$ cat src/rtl/enigma_pkg.sv
// Shared types and constants for the rotor datapath.
// Holds the letter count, ASCII base, FSM states and wiring table type.
package enigma_pkg;

    localparam int N_LETTERS = 26;
    localparam logic [7:0] ASCII_A = 8'h41;

    typedef enum logic [1:0] {
        IDLE,
        SCAN,
        OUT
    } state_t;

    typedef logic [N_LETTERS-1:0][7:0] wiring_t;

endpackage

$ cat src/rtl/mod26_addsub.sv
// Modulo-26 add or subtract of two letter indices (0..25).
// Uses a 6-bit intermediate with a single conditional correction.
module mod26_addsub (
    input  logic [4:0] a,
    input  logic [4:0] b,
    input  logic       sub,
    output logic [4:0] y
);

    logic [5:0] raw;
    logic [5:0] fix;

    always_comb begin
        if (sub) begin
            raw = {1'b0, a} + 6'd26 - {1'b0, b};
        end else begin
            raw = {1'b0, a} + {1'b0, b};
        end
        fix = (raw >= 6'd26) ? raw - 6'd26 : raw;
        y = fix[4:0];
    end

endmodule

$ cat src/rtl/rotor_reverse.sv
// Return-path rotor: inverse substitution by linear table scan.
// Stepping, turnover carry and configuration run alongside the scan.
module rotor_reverse
    import enigma_pkg::*;
#(
    parameter logic [7:0] BASE = ASCII_A
) (
    input  logic         clk,
    input  logic         reset_n,
    input  logic         set,
    input  logic [4:0]   cfg_pos,
    input  logic [4:0]   cfg_step,
    input  logic [4:0]   cfg_notch,
    input  logic [207:0] cfg_wiring,
    input  logic         step,
    input  logic         in_valid,
    output logic         in_ready,
    input  logic [7:0]   in_char,
    output logic         out_valid,
    input  logic         out_ready,
    output logic [7:0]   out_char,
    output logic         out_err,
    output logic         carry
);

    state_t     state_q;
    state_t     state_d;
    wiring_t    wiring_q;
    wiring_t    cfg_tbl;
    logic [4:0] pos_q;
    logic [4:0] snap_q;
    logic [4:0] step_inc_q;
    logic [4:0] notch_q;
    logic [4:0] k_q;
    logic [7:0] ch_q;
    logic [7:0] out_char_q;
    logic       out_err_q;
    logic       out_valid_q;
    logic       carry_q;
    logic [4:0] pos_step;
    logic [4:0] ofs;
    logic [4:0] step_lat;
    logic       hit;
    logic       accept;

    mod26_addsub u_step (
        .a   (pos_q),
        .b   (step_inc_q),
        .sub (1'b0),
        .y   (pos_step)
    );

    mod26_addsub u_ofs (
        .a   (k_q),
        .b   (snap_q),
        .sub (1'b1),
        .y   (ofs)
    );

    always_comb begin
        cfg_tbl = '0;
        for (int i = 0; i < N_LETTERS; i++) begin
            cfg_tbl[i] = cfg_wiring[207-8*i -: 8];
        end
    end

    assign step_lat  = (cfg_step >= 5'd26) ? cfg_step - 5'd26 : cfg_step;
    assign hit       = (wiring_q[k_q] == ch_q);
    assign in_ready  = (state_q == IDLE) && !set;
    assign accept    = in_valid && in_ready;
    assign out_valid = out_valid_q;
    assign out_char  = out_char_q;
    assign out_err   = out_err_q;
    assign carry     = carry_q;

    always_comb begin
        state_d = state_q;
        unique case (state_q)
            IDLE: if (accept) state_d = SCAN;
            SCAN: if (hit || k_q == 5'd25) state_d = OUT;
            OUT:  if (out_valid_q && out_ready) state_d = IDLE;
            default: state_d = IDLE;
        endcase
        if (set) state_d = IDLE;
    end

    always_ff @(posedge clk or negedge reset_n) begin
        if (!reset_n) begin
            state_q     <= IDLE;
            wiring_q    <= '0;
            pos_q       <= '0;
            snap_q      <= '0;
            step_inc_q  <= '0;
            notch_q     <= '0;
            k_q         <= '0;
            ch_q        <= '0;
            out_char_q  <= '0;
            out_err_q   <= 1'b0;
            out_valid_q <= 1'b0;
            carry_q     <= 1'b0;
        end else begin
            state_q <= state_d;
            carry_q <= step && !set && (pos_q == notch_q);
            if (set) begin
                wiring_q    <= cfg_tbl;
                notch_q     <= cfg_notch;
                step_inc_q  <= step_lat;
                pos_q       <= cfg_pos;
                out_valid_q <= 1'b0;
                out_err_q   <= 1'b0;
            end else begin
                if (step) pos_q <= pos_step;
                unique case (state_q)
                    IDLE: begin
                        if (accept) begin
                            ch_q   <= in_char;
                            snap_q <= pos_q;
                            k_q    <= '0;
                        end
                    end
                    SCAN: begin
                        if (hit) begin
                            out_char_q <= {3'b000, ofs} + BASE;
                            out_err_q  <= 1'b0;
                        end else if (k_q == 5'd25) begin
                            out_char_q <= 8'h00;
                            out_err_q  <= 1'b1;
                        end else begin
                            k_q <= k_q + 5'd1;
                        end
                    end
                    // result becomes visible one edge after entering OUT
                    OUT: begin
                        if (!out_valid_q) begin
                            out_valid_q <= 1'b1;
                        end else if (out_ready) begin
                            out_valid_q <= 1'b0;
                        end
                    end
                    default: ;
                endcase
            end
        end
    end

endmodule

$ cat config.mk
export PLATFORM = sky130hd
export DESIGN_NAME = rotor_reverse
export DESIGN_NICKNAME = d
export VERILOG_FILES = /design/src/rtl/enigma_pkg.sv /design/src/rtl/mod26_addsub.sv /design/src/rtl/rotor_reverse.sv
export SDC_FILE = /design/constraint.sdc
export NUM_CORES = 1
export LEC_CHECK = 0
export CORE_UTILIZATION = 35
export DETAILED_ROUTE_END_ITERATION = 10
export GPL_TIMING_DRIVEN = 0
export PLACE_DENSITY = 0.58
export SYNTH_ARGS = -nofsm -noshare
export SYNTH_HDL_FRONTEND = slang
export SYNTH_SLANG_ARGS = --single-unit
$ cat constraint.sdc
create_clock -name clk -period 4.75 [get_ports clk]
set_input_delay 1.1875 -clock clk [delete_from_list [all_inputs] [get_ports clk]]
set_output_delay 1.1875 -clock clk [all_outputs]
set_load 0.1 [all_outputs]
==> impl_metrics.csv <==
group,metric,value,unit
run_status,status,"finished clean",
floorplan,die_height,189,um
yosys,synth_compound_gate_area_share,0.0475,
critical_path,crit_required,3.56,ns
cells_and_area,final_util,0.472,
global_route,grt_max_degree,119,
sta,finClkSkew,0.00883,ns
sta,rsz0062_at_grt,"no",
global_route,grt_pass1_wl,55.0,mm
yosys,synth_seq_cells,253,
cts,cts_tree,"built",
sta,tns,0,ns
sta,finalSetupViolations,0,
cts,cts_sinks,253,
routing,wl,36.5,mm
routing,first_iter_violations,387,
yosys,synthFlopType,"dfrtp_1",
critical_path,r2r_slack,0.51,ns
cts,hold_buffers,0,
pwr,power.leakage,0.00665,uW
global_route,grt_util_all_layers,0.208,
cts,cts_setup_buffers,0,
routing,wl_per_cell,22.4,um
placed_design,dpl.cell_count,1580,
cts,cts_buffers,29,
critical_path,path_max_fanout,4,
cells_and_area,area_growth,33.0,%
cts,clk_latency,0.55,ns
yosys,async_flop_share,1.00,
critical_path,crit_buf_inv,2,
cells_and_area,fillers,3185,
cts,cts_resized,0,
run,maxCapViolations,0,
sta,fin_hold_ws,0.474,ns
yosys,synth_top_area_frac,0.517,
yosys,yosysMostFrequentCell,"dfrtp_1",
cts,htree_levels,1,
routing,antenna_left,0,
worst_hold_path,hp-class,"reg2reg",
yosys,ys_seq_area_frac,0.517,
critical_path,cpPeakStageDelay,1.19,ns
global_route,antenna_found_initial,7,
yosys,synthSimpleGateAreaFrac,0.0442,
critical_path,critical_path_class,"in2out",
global_route,grt_pass1_vias,8834,
critical_path,critPathSlowestCell,"clkdlybuf4s50_1",
placed_design,io_buffers,246,
floorplan,start_util,0.355,
pwr,power.density,443,nW/um2
critical_path,cp_top_family,"buffers and inverters",
sta,layout_min_cycle_time,4.39,ns
critical_path,crit_path_start_kind,"input pin",
routing,drt_first_pass_iters,5,
yosys,synth.top_cells.by_area,"dfrtp_1, mux2_2, mux4_2",
yosys,yosysWarnings,0,
sta,drv_slew,0,
floorplan,die_w,189,um
yosys,synth_area,12200,um2
yosys,synth_xor_area_frac,0.0122,
routing,vias,8309,
placed_design,hpwl,26.8,mm
yosys,synth_enable_flop_cells,0,
sta,tightest_slew,1.09,ns
critical_path,end_kind,"output pin",
cts,cts_buffer_depth,3,
yosys,synthMuxAreaShare,0.324,
sta,slew_headroom,0.274,
floorplan,pin_count,249,
critical_path,crit_chain,"clkdlybuf4s50_1, nor3_2, clkdlybuf4s50_1",
floorplan,num_rows,68,
cells_and_area,instances_no_fill,1633,
cells_and_area,multi_input_area,5540,um2
cells_and_area,layout.area.seq,6330,um2
yosys,synth_cell_types,62,
sta,hold_viol,0,
floorplan,core_area,34500,um2
floorplan,dieArea,35700,um2
routing,viasPerCell,5.09,
yosys,synth.net_count,1136,
pwr,ir_worst_vdd,292,uV
yosys,synthCells,877,
yosys,syn_area_per_cell,14.0,um2
yosys,synthAdderAreaFrac,0.0237,
critical_path,cpMostUsedCell,"clkdlybuf4s50_1",
cells_and_area,drive_gt1_frac,0.290,
sta,fmax,228,MHz
critical_path,arrival,3.20,ns
yosys,yosys.area.top_type,"dfrtp_1",
global_route,gr-total-overflow,0,
yosys,synth_common_cells,"dfrtp_1, mux2_2, mux2i_1",
routing,drc,0,
placed_design,gp_congestion,0.814,
cts,cts.reportedPaths.clkPinSlew,0.06,ns
yosys,synth_top_family_by_area,"multiplexers",
cells_and_area,layout.nets,1415,
cts,cts-root-buf,"clkbuf_16",
sta,min_period_over_period,0.923,
## registers in the layout, indices dropped and copies added, names as in the netlist, 5 cells and up
signal,cells
notch_q,5
ch_q,8
k_q,5
out_char,7
wiring_q,208
pos_q,5
snap_q,5
step_inc_q,5
## cells in the final DEF (no fill, tap or decap), types with 13 or more instances in the layout
master	instances
a21oi_1	23
clkbuf_1	42
clkbuf_16	29
clkdlybuf4s50_1	245
dfrtp_1	253
ha_1	20
inv_1	26
mux2_2	242
mux2i_1	40
mux4_2	28
nand2_1	28
nor3_1	13
o21ai_0	19
## metrics by stage
step	area, um2	worst slack, ns	total power (uW)
floorplan	12200	1.06	4240
global placement	15300	-8.94	5020
detailed placement	15300	0.256	5060
CTS	16300	0.364	7300
global route	16300	0.213	7610
finish	16300	0.365	7210
## kinds of logic (layout without fill, tap and decap cells)
group                      count (synthesis)  in the layout
and+or+nand+nor                           97             97
buffers and inverters                     81            378
xor gates and xnor gates                  17             17
other                                      1              5
adders and majority gates                 22             22
AOI/OAI and AO/OA                         88             88
muxes                                    318            318
DFF                                      253            253
## final cells by class
cell class,instances,share of cell area
Sequential cell,253,0.389
Clock inverter,9,0.00623
Antenna cell,4,0.000615
Buffer,53,0.0166
Clock buffer,40,0.0508
Inverter,28,0.00646
Timing Repair Buffer,248,0.155
Tap cell,455,0.0350
Multi-Input combinational cell,543,0.340
## routing by layer
metal	track usage	wire, um	share of wire
met5	0	26	0.00071
met4	0.0568	827	0.023
met3	0.0421	2040	0.056
met2	0.337	17200	0.47
met1	0.282	16400	0.45
## where the power goes
group / leakage [uW] / internal [uW] / switching [uW] / total, uW
sequential: 0.00300 / 2420 / 160 / 2580
combinational: 0.00319 / 1190 / 1240 / 2430
clock: 0.000459 / 1310 / 896 / 2210
total: 0.00665 / 4910 / 2300 / 7210
## path summary, 6_finish.rpt
| check | start | end | cells after the start |
|---|---|---|---|
| hold reg to reg | out_char[6]$_DFFE_PN0P_ | out_char[6]$_DFFE_PN0P_ | 2 |
| min in group asynchronous | reset_n | wiring_q[189]$_DFFE_PN0P_ | 1 |
| setup / recovery | set | in_ready | 3 |
| hold / removal | out_char[6]$_DFFE_PN0P_ | out_char[6]$_DFFE_PN0P_ | 2 |
| max in group asynchronous | reset_n | wiring_q[51]$_DFFE_PN0P_ | 2 |
| setup reg to reg | k_q[1]$_DFFE_PN0P_ | out_char[1]$_DFFE_PN0P_ | 15 |
## worst reg2reg max path, stage by stage, from the launching register on
cell       delay (ns)
dfrtp_1          0.37
clkbuf_1         0.47
clkinv_1         0.58
ha_1             0.47
inv_1            0.06
ha_1             0.15
inv_1            0.05
fa_1             0.40
nor2b_1          0.12
o21ai_0          0.10
a21boi_0         0.32
o2bb2ai_1        0.21
xnor2_1          0.23
ha_1             0.27
and3_1           0.15
a31o_1           0.18
No activity file was read; power rests on OpenSTA's default activity.
